--- config.mk ---
export PLATFORM = sky130hd
export DESIGN_NAME = decodificador_teclado
export DESIGN_NICKNAME = d
export VERILOG_FILES = /design/src/rtl/teclado_pkg.sv /design/src/rtl/fifo_teclado.sv /design/src/rtl/decodificador_teclado.sv
export SDC_FILE = /design/constraint.sdc
export NUM_CORES = 1
export LEC_CHECK = 0
export BUFFER_PORTS_ARGS = -buffer_cell sky130_fd_sc_hd__buf_2
export CAP_MARGIN = 20
export CORE_MARGIN = 5
export CORE_UTILIZATION = 30
export CTS_CLUSTER_SIZE = 28
export DETAILED_ROUTE_END_ITERATION = 16
export PLACE_DENSITY = 0.44
export SETUP_SLACK_MARGIN = 0.15
export SLEW_MARGIN = 40
export SYNTH_ARGS = -nofsm -noshare
export SYNTH_HDL_FRONTEND = slang
export SYNTH_HIERARCHICAL = 1
export SYNTH_SLANG_ARGS = --single-unit
--- constraint.sdc ---
create_clock -name CLK -period 3.2 [get_ports CLK]
set_input_delay 0.64 -clock CLK [delete_from_list [all_inputs] [get_ports CLK]]
set_output_delay 0.64 -clock CLK [all_outputs]
set_load 0.02 [all_outputs]
--- src/rtl/teclado_pkg.sv ---
// Shared constants, FIFO entry layout and capture FSM states for the
// PS/2 scan-code decoder.
package teclado_pkg;

   // Prefix and keyboard control/response codes
   localparam logic [7:0] PREF_EXT    = 8'hE0;
   localparam logic [7:0] PREF_SOLTAR = 8'hF0;
   localparam logic [7:0] ACK         = 8'hFA;
   localparam logic [7:0] BAT_OK      = 8'hAA;
   localparam logic [7:0] REENVIO     = 8'hFE;
   localparam logic [7:0] ERR0        = 8'h00;
   localparam logic [7:0] ERR1        = 8'hFF;

   // FIFO entry: {ext, brk, code[7:0]}
   localparam int ENTRADA_W = 10;

   typedef enum logic {
      ESPERA = 1'b0,
      LIBERA = 1'b1
   } estado_t;

   // Bytes that are keyboard housekeeping rather than key codes
   function automatic logic es_control(input logic [7:0] b);
      return (b == ERR0) || (b == BAT_OK) || (b == ACK) ||
             (b == REENVIO) || (b == ERR1);
   endfunction

endpackage

--- src/rtl/fifo_teclado.sv ---
// First-word-fall-through FIFO for decoded key events. The head entry is
// kept in a register so it is clean out of reset and holds when empty.
module fifo_teclado
   import teclado_pkg::*;
#(
   parameter int PROFUNDIDAD = 8,
   parameter int ENTRADA_W_P = ENTRADA_W,
   localparam int AW = $clog2(PROFUNDIDAD)
) (
   input  logic                   clk,
   input  logic                   rst_n,
   input  logic                   push,
   input  logic [ENTRADA_W_P-1:0] wdata,
   input  logic                   pop,
   output logic [ENTRADA_W_P-1:0] cabeza,
   output logic                   hay_dato,
   output logic [AW:0]            ocupacion,
   output logic                   perdida
);

   logic [ENTRADA_W_P-1:0] mem [PROFUNDIDAD];
   logic [AW-1:0]          rd_q, wr_q, rd_d;
   logic [AW:0]            cnt_q, cnt_d, cnt_tras_pop;
   logic [ENTRADA_W_P-1:0] cabeza_q, cabeza_d;
   logic                   vacio, lleno, pop_ok, push_ok;

   assign vacio   = (cnt_q == '0);
   assign lleno   = (cnt_q == (AW+1)'(PROFUNDIDAD));
   assign pop_ok  = pop & ~vacio;
   // A pop in the same cycle frees the slot the push needs
   assign push_ok = push & (~lleno | pop_ok);
   assign perdida = push & lleno & ~pop_ok;

   // Next pointers, occupancy and the head entry visible next cycle
   always_comb begin
      rd_d         = rd_q + AW'(pop_ok);
      cnt_tras_pop = cnt_q - (AW+1)'(pop_ok);
      cnt_d        = cnt_tras_pop + (AW+1)'(push_ok);
      cabeza_d     = cabeza_q;
      if (cnt_d != '0) begin
         // Writing into an otherwise empty FIFO: the new entry falls through
         if (cnt_tras_pop == '0)
            cabeza_d = wdata;
         else
            cabeza_d = mem[rd_d];
      end
   end

   // Storage array
   always_ff @(posedge clk) begin
      if (push_ok)
         mem[wr_q] <= wdata;
   end

   // Pointers, occupancy and head register
   always_ff @(posedge clk or negedge rst_n) begin
      if (!rst_n) begin
         rd_q     <= '0;
         wr_q     <= '0;
         cnt_q    <= '0;
         cabeza_q <= '0;
      end else begin
         rd_q     <= rd_d;
         wr_q     <= wr_q + AW'(push_ok);
         cnt_q    <= cnt_d;
         cabeza_q <= cabeza_d;
      end
   end

   assign cabeza    = cabeza_q;
   assign hay_dato  = ~vacio;
   assign ocupacion = cnt_q;

endmodule

--- src/rtl/decodificador_teclado.sv ---
// Acknowledges scan-code bytes from the PS/2 reader, folds E0/F0 prefixes
// into make/break/extended events and queues them for the PicoBlaze.
module decodificador_teclado
   import teclado_pkg::*;
#(
   parameter int PROFUNDIDAD = 8,
   localparam int AW = $clog2(PROFUNDIDAD)
) (
   input  logic          CLK,
   input  logic          RST,
   input  logic [7:0]    TECLA,
   input  logic          interrupcion,
   output logic          interrupcion_paro,
   input  logic          leer,
   input  logic          limpiar_desborde,
   output logic [7:0]    dato,
   output logic          soltada,
   output logic          extendida,
   output logic          hay_dato,
   output logic [AW:0]   ocupacion,
   output logic          desborde
);

   estado_t                estado_q, estado_d;
   logic                   int_q;
   logic [7:0]             tecla_q;
   logic                   paro_q, paro_d;
   logic                   ext_q, ext_d, brk_q, brk_d;
   logic                   push;
   logic                   perdida;
   logic [ENTRADA_W-1:0]   entrada, cabeza;
   logic                   desborde_q;

   // Byte-available level, registered from the reader
   always_ff @(posedge CLK or negedge RST) begin
      if (!RST)
         int_q <= 1'b0;
      else
         int_q <= interrupcion;
   end

   // Scan-code byte latched alongside the level; only used while int_q=1
   always_ff @(posedge CLK) begin
      tecla_q <= TECLA;
   end

   // Capture FSM state, acknowledge and prefix flags
   always_ff @(posedge CLK or negedge RST) begin
      if (!RST) begin
         estado_q <= ESPERA;
         paro_q   <= 1'b0;
         ext_q    <= 1'b0;
         brk_q    <= 1'b0;
      end else begin
         estado_q <= estado_d;
         paro_q   <= paro_d;
         ext_q    <= ext_d;
         brk_q    <= brk_d;
      end
   end

   // Next state, acknowledge and byte decode on the ESPERA->LIBERA edge
   always_comb begin
      estado_d = estado_q;
      paro_d   = paro_q;
      ext_d    = ext_q;
      brk_d    = brk_q;
      push     = 1'b0;
      case (estado_q)
         ESPERA: begin
            if (int_q) begin
               estado_d = LIBERA;
               paro_d   = 1'b1;
               if (tecla_q == PREF_EXT) begin
                  ext_d = 1'b1;
               end else if (tecla_q == PREF_SOLTAR) begin
                  brk_d = 1'b1;
               end else begin
                  push  = ~es_control(tecla_q);
                  ext_d = 1'b0;
                  brk_d = 1'b0;
               end
            end
         end
         LIBERA: begin
            // Released as soon as the reader drops its level
            if (!interrupcion) begin
               estado_d = ESPERA;
               paro_d   = 1'b0;
            end
         end
         default: begin
            estado_d = ESPERA;
            paro_d   = 1'b0;
         end
      endcase
   end

   assign entrada = {ext_q, brk_q, tecla_q};

   fifo_teclado #(
      .PROFUNDIDAD (PROFUNDIDAD),
      .ENTRADA_W_P (ENTRADA_W)
   ) u_fifo (
      .clk       (CLK),
      .rst_n     (RST),
      .push      (push),
      .wdata     (entrada),
      .pop       (leer),
      .cabeza    (cabeza),
      .hay_dato  (hay_dato),
      .ocupacion (ocupacion),
      .perdida   (perdida)
   );

   // Sticky overflow flag; a new loss beats a simultaneous clear
   always_ff @(posedge CLK or negedge RST) begin
      if (!RST)
         desborde_q <= 1'b0;
      else if (perdida)
         desborde_q <= 1'b1;
      else if (limpiar_desborde)
         desborde_q <= 1'b0;
   end

   assign interrupcion_paro = paro_q;
   assign dato              = cabeza[7:0];
   assign soltada           = cabeza[8];
   assign extendida         = cabeza[9];
   assign desborde          = desborde_q;

endmodule

### Yosys cells after proc, flatten, opt, wreduce, memory -nomap -nowiden

Memories as Yosys holds them, arrays and structs flattened.
Index checks and enable logic that the tools add are counted.

* register bits after elaboration: 34
* latch bits: 0
* memory bits (writable): 80
* ROM bits: 0
* input port bits: 13
* output and inout bits: 17
* logic and storage cells: 67
* memories: 1

Memory list
* u_fifo.mem: depth 8, bits a word 10, rd ports 1, clocked after memory_dff 0, wr ports 1, line fifo_teclado.sv:21 `logic [ENTRADA_W_P-1:0] mem [PROFUNDIDAD];`

* $add $sub $neg: 4
* multiply operators: 0
* div/mod/pow operators: 0
* $lt $le $gt $ge: 0
* eq/ne operators: 10
* shift operators: 0
* multiplexer cells: 18
* bitwise operators: 11
* reductions and logical operators: 12

Operators by type and width (count)
* equality test 8 bit, second input constant: 6
* 2-to-1 mux 1 bit: 15
* 2-to-1 mux 10 bit: 1
* logical NOT 4 bit: 2
* logical NOT 8 bit: 1
* adder 3 x 1 -> 3 bit: 2
* inequality test 2 bit, second input constant: 3
* inverter 1 bit: 6
* AND reduction 3 bit: 2
* adder 4 x 1 -> 4 bit: 1
* bitwise AND 1 bit: 4
* equality test 4 bit, second input constant: 1
* logical OR 1 bit: 4
* one-hot mux 1 bit (2 select lines): 2
* nonzero test 4 bit: 1
* subtractor 4 x 1 -> 4 bit: 1
* AND reduction 2 bit: 1
* nonzero test 2 bit: 1
* OR 1 bit: 1

### Logic depth before layout (Yosys ltp)

* word-level depth: 13
* gate-level depth with buffers: 12
* depth with buffers taken out: 11

### Modules after synthesis

Netlist, hierarchy kept.

Modules (own cells, without submodules)
* fifo_teclado: instances 1, cells each 219, area an instance 4075.2 µm², seq. area each 2902.8 µm²
* decodificador_teclado: instances 1, cells each 37, area an instance 447.9 µm², seq. area each 310.3 µm²

### Least setup slack after synthesis

No wires, ideal clock.

* path type: register -> register
* from: reg u_fifo.cnt_q[2], in the netlist u_fifo/ocupacion[2]
* to: reg u_fifo.cabeza_q[0], in the netlist u_fifo/cabeza[0]
* library setup time: 121 ps
* data arrival time: 2769 ps
* required time: 3079 ps
* setup slack: 310 ps
* cell stages (with the launch flop): 11
* path buffers: 1
* period minus slack after synthesis: 2890 ps
* cells stage by stage: dfrtp_1 > nor3_1 > nand2b_1 > and2_1 > ha_1 > ha_1 > buf_2 > mux4_2 > mux2i_1 > nor2_1 > o22a_1

* elaborated cells on any way between the ends: 14
* those cells by class: 3 x add/sub; 1 x eq/ne; 1 x mux; 5 x bitwise; 3 x reduce/logical; 1 x memory

RTL lines
* start, declared: line fifo_teclado.sv:23 `logic [AW:0] cnt_q, cnt_d, cnt_tras_pop;`
* start signal, assigned: line fifo_teclado.sv:65 `cnt_q <= cnt_d;`
* logical NOT 4 bit: line fifo_teclado.sv:27 `assign vacio = (cnt_q == '0);`
* inverter 1 bit
* net hay_dato: line decodificador_teclado.sv:19 `output logic hay_dato,`
* bitwise AND 1 bit: line fifo_teclado.sv:29 `assign pop_ok = pop & ~vacio;`
* adder 3 x 1 -> 3 bit: line fifo_teclado.sv:36 `rd_d = rd_q + AW'(pop_ok);`
* net u_fifo.rd_d[1]: line fifo_teclado.sv:22 `logic [AW-1:0] rd_q, wr_q, rd_d;`
* memory read (8 x 10 bit)
* 2-to-1 mux 10 bit: line fifo_teclado.sv:42 `if (cnt_tras_pop == '0)`
* end signal, assigned: line fifo_teclado.sv:66 `cabeza_q <= cabeza_d;`
* end, declared: line fifo_teclado.sv:24 `logic [ENTRADA_W_P-1:0] cabeza_q, cabeza_d;`

The timed path passes the listed nets, and every way through them passes these cells.
A chain may end at the register's enable or synchronous reset.

### Worst setup path after layout

* from: reg u_fifo.cnt_q[2], in the netlist u_fifo/ocupacion[2]
* to: reg u_fifo.cabeza_q[9], in the netlist u_fifo/cabeza[9]

* longest elaborated chain between the ends: 7
* elaborated cells on any way between the ends: 14
* those cells by class: 3 x add/sub; 1 x eq/ne; 1 x mux; 5 x bitwise; 3 x reduce/logical; 1 x memory

Ends and longest elaborated chain
* branches (longest 5 deep; another with subtractor 4 x 1 -> 4 bit)
* adder 4 x 1 -> 4 bit (*): line fifo_teclado.sv:38 `cnt_d = cnt_tras_pop + (AW+1)'(push_ok);`
* net u_fifo.cnt_d[1]: line fifo_teclado.sv:23
* nonzero test 4 bit (*): line fifo_teclado.sv:40 `if (cnt_d != '0) begin`

Mark *: on every way through the listed nets, which the timed path passes.

==> results.yml <==
outcome:
  outcome: "complete, no violations"
floorplan:
  row_count: 44
  ioPinCount: 30
  initial_utilization: 0.309
  dieArea_um2: 17600
  die_w_um: 133
  chipHeight_um: 133
  core_area_um2: 14600
routing:
  final_antenna_net_count: 0
  drt-pass1-iter-count: 4
  drt_iter0_drc: 137
  vias_per_cell: 4.66
  wl_um: 9520
  vias: 2386
  routedWlPerCell_um: 18.6
  drc: 0
setup_path:
  path_buf_inv: 2
  critical-path-slowest-cell: "dfrtp_1"
  critPathKind: "reg2reg"
  critPathRequiredTime_ns: 3.49
  worstReg2RegStart: "u_fifo/ocupacion[2]"
  r2r_setup_slack_ns: 0.36
  arrival_ns: 3.13
  cp-start-kind: "register"
  worstRegToRegCells: 11
  cp-end-kind: "register"
  critPathTopFamily: "adder cells"
  r2r-end: "u_fifo/cabeza[9]"
  crit_top_cell: "ha_1"
  critPathMaxFanout: 11
  cp_cell_sequence: "nor3_1 > nand2b_1 > and2_1 > ha_1 > ha_1 > inv_1 > ha_1 > nor3_2 > buf_4 > nand2_8 > o22a_1"
  max_stage_delay_ns: 0.43
placed_design:
  placed_area_um2: 5040
  dp_hpwl_um: 6000
  pre_cts_slack_ns: 0.334
  gp_congestion: 0.714
  io_buffers: 29
logic_synthesis:
  ys_ff_latch: 114
  syn-num-nets: 277
  ys.flop_type: "edfxtp_1"
  syn_area_um2: 4520
  avgSynthCellArea_um2: 17.7
  synth_edf_count: 80
  ys.warnings.count: 6
  synth_seq_area_share: 0.710
  netlist_instances: 256
  async_flop_share: 0.228
  ys_types: 39
final_layout:
  fin_util: 0.385
  fillers: 1359
  drive_gt1_frac: 0.311
  syn_to_final_growth_pct: 24.6
  postLayoutCellArea_um2: 5640
  diodes: 0
  nNetsFinal: 336
pwr:
  peakVddDrop_uv: 376
  leakagePower_nw: 2.12
  power.density_nw_per_um2: 1080
  p_total_mw: 6.07
sta:
  setup_tns_ns: 0
  skew_ns: 0.00933
  min_period_ns: 2.84
  finalSetupViolCount: 0
  report.final.hold_viol_count: 0
  report.final.slew_viol_count: 0
  fin_ws_ns: 0.356
  worstMarginPinSlew_ns: 0.696
  rsz0062_at_grt: "no"
  min_period_over_period: 0.889
  max_freq_ghz: 0.352
  max_slew_margin: 0.536
cts:
  cts_resized: 0
  holdBufCountCts: 0
  clk_pin_slew_ns: 0.05
  cts_buffers: 17
  clk_latency_ns: 0.41
  root_buffer: "clkbuf_16"
  clock-sinks: 114
  cts_tree: "done"
  post-cts-setup-buffers: 0
  cts.path.max_buffers: 2
  cts.htree.levels: 4
grt:
  grt_pass1_vias: 2576
  grt_max_degree: 27
  grt_usage: 0.116
  antenna_found_initial: 0
  grt_overflow: 0
  grt_pass1_wl_um: 14900
job:
  drv_cap: 0
worst_hold_path:
  hp-class: "in2async"
## worst register-to-register path, cell delays in order, from the launching register on
cell,delay [ns]
dfrtp_1,0.43
nor3_1,0.27
nand2b_1,0.09
and2_1,0.19
ha_1,0.22
ha_1,0.36
inv_1,0.06
ha_1,0.32
nor3_2,0.19
buf_4,0.26
nand2_8,0.12
o22a_1,0.22
## how the worst max path moves through the flow
stage                                  end  cells past startpoint  slack (ns)                 from
after floorplan           u_fifo/cabeza[0]                     10        0.31  u_fifo/ocupacion[2]
after global placement    u_fifo/cabeza[4]                     11        0.38  u_fifo/ocupacion[2]
after detailed placement  u_fifo/cabeza[9]                     11        0.33  u_fifo/ocupacion[2]
after CTS                 u_fifo/cabeza[9]                     11        0.32  u_fifo/ocupacion[2]
after global routing      u_fifo/cabeza[9]                     11        0.16  u_fifo/ocupacion[2]
final                     u_fifo/cabeza[9]                     11        0.36  u_fifo/ocupacion[2]
## cell usage in the layout, fill, tap and decap left out, drive strengths merged
master / count
nand2: 9
inv: 8
o21ba: 1
ha: 8
o32ai: 1
nand3: 1
clkbuf: 22
a221oi: 1
nor3b: 2
nand4: 1
nor2: 21
a21o: 1
dfxtp: 8
buf: 49
mux4: 20
or4: 1
nor3: 4
clkinv: 4
o22a: 10
a21oi: 1
nand2b: 7
a31oi: 1
xnor2: 4
o21ai: 1
a41o: 1
and3: 1
dfrtp: 26
mux2i: 10
a22o: 10
bufinv: 3
edfxtp: 80
nand3b: 1
nor4: 2
clkinvlp: 3
xor2: 3
and2: 2
## sequential cells by signal (all words and copies together), names as in the netlist
signal             cells
brk_q                  1
desborde               1
estado_q               1
ext_q                  1
int_q                  1
interrupcion_paro      1
tecla_q                8
u_fifo/cabeza         10
u_fifo/mem            80
u_fifo/ocupacion       4
u_fifo/rd_q            3
u_fifo/wr_q            3
## synth_stat cells, types with 2 or more instances
master,n,area share
dfrtp_1,26,0.14
dfxtp_1,8,0.035
nor4_1,2,0.0028
edfxtp_1,80,0.53
buf_2,4,0.0044
nor2_1,21,0.017
clkbuf_1,2,0.0017
mux4_2,20,0.10
ha_1,8,0.022
o22a_1,10,0.019
and2_1,2,0.0028
xnor2_1,4,0.0077
mux2i_1,10,0.022
nor3_1,3,0.0033
a22o_1,10,0.019
nand2b_1,7,0.0097
xor2_1,3,0.0058
nand2_1,8,0.0066
inv_1,8,0.0066
## report_power, final
part / leakage [nW] / internal [mW] / switching [mW]
logic: 0.742 / 1.05 / 1.13
clock network: 0.279 / 1.26 / 0.619
registers: 1.10 / 1.86 / 0.154
total: 2.12 / 4.17 / 1.90
## kinds of logic after synthesis
logic type / Yosys count / synth area share
xor+xnor: 7 / 0.0136
compound gates: 28 / 0.0537
flops: 114 / 0.710
buf+inv: 17 / 0.0177
fa+ha+maj: 8 / 0.0221
mux: 30 / 0.122
simple gates: 52 / 0.0609
## cell type report
| type | instances | area, µm² | share of cell area |
|---|---|---|---|
| Sequential cell | 114 | 3210 | 0.570 |
| Multi-Input combinational cell | 125 | 1240 | 0.221 |
| Clock buffer | 22 | 464 | 0.0824 |
| Timing Repair Buffer | 49 | 320 | 0.0568 |
| Tap cell | 184 | 230 | 0.0409 |
| Clock inverter | 10 | 133 | 0.0235 |
| Inverter | 8 | 30.0 | 0.00533 |
## through the flow
| step | hold WS, ns | cells |
|---|---|---|
| 6_report | 0.287 | 512 |
| 5_1_grt | 0.314 | 512 |
| 4_1_cts | 0.301 | 512 |
| 3_5_place_dp | 0.469 | 480 |
| 3_3_place_gp | 0.458 | 480 |
| 2_1_floorplan | 0.344 | 256 |
## layer usage
| layer | wire length, µm | track usage | vias up |
|---|---|---|---|
| li1 | - | - | 1122 |
| met1 | 4110 | 0.135 | 1219 |
| met2 | 4980 | 0.199 | 31 |
| met3 | 273 | 0.0323 | 14 |
| met4 | 159 | 0.0520 | 0 |
| met5 | 0 | 0 | - |
No activity file was read; power rests on OpenSTA's default activity.
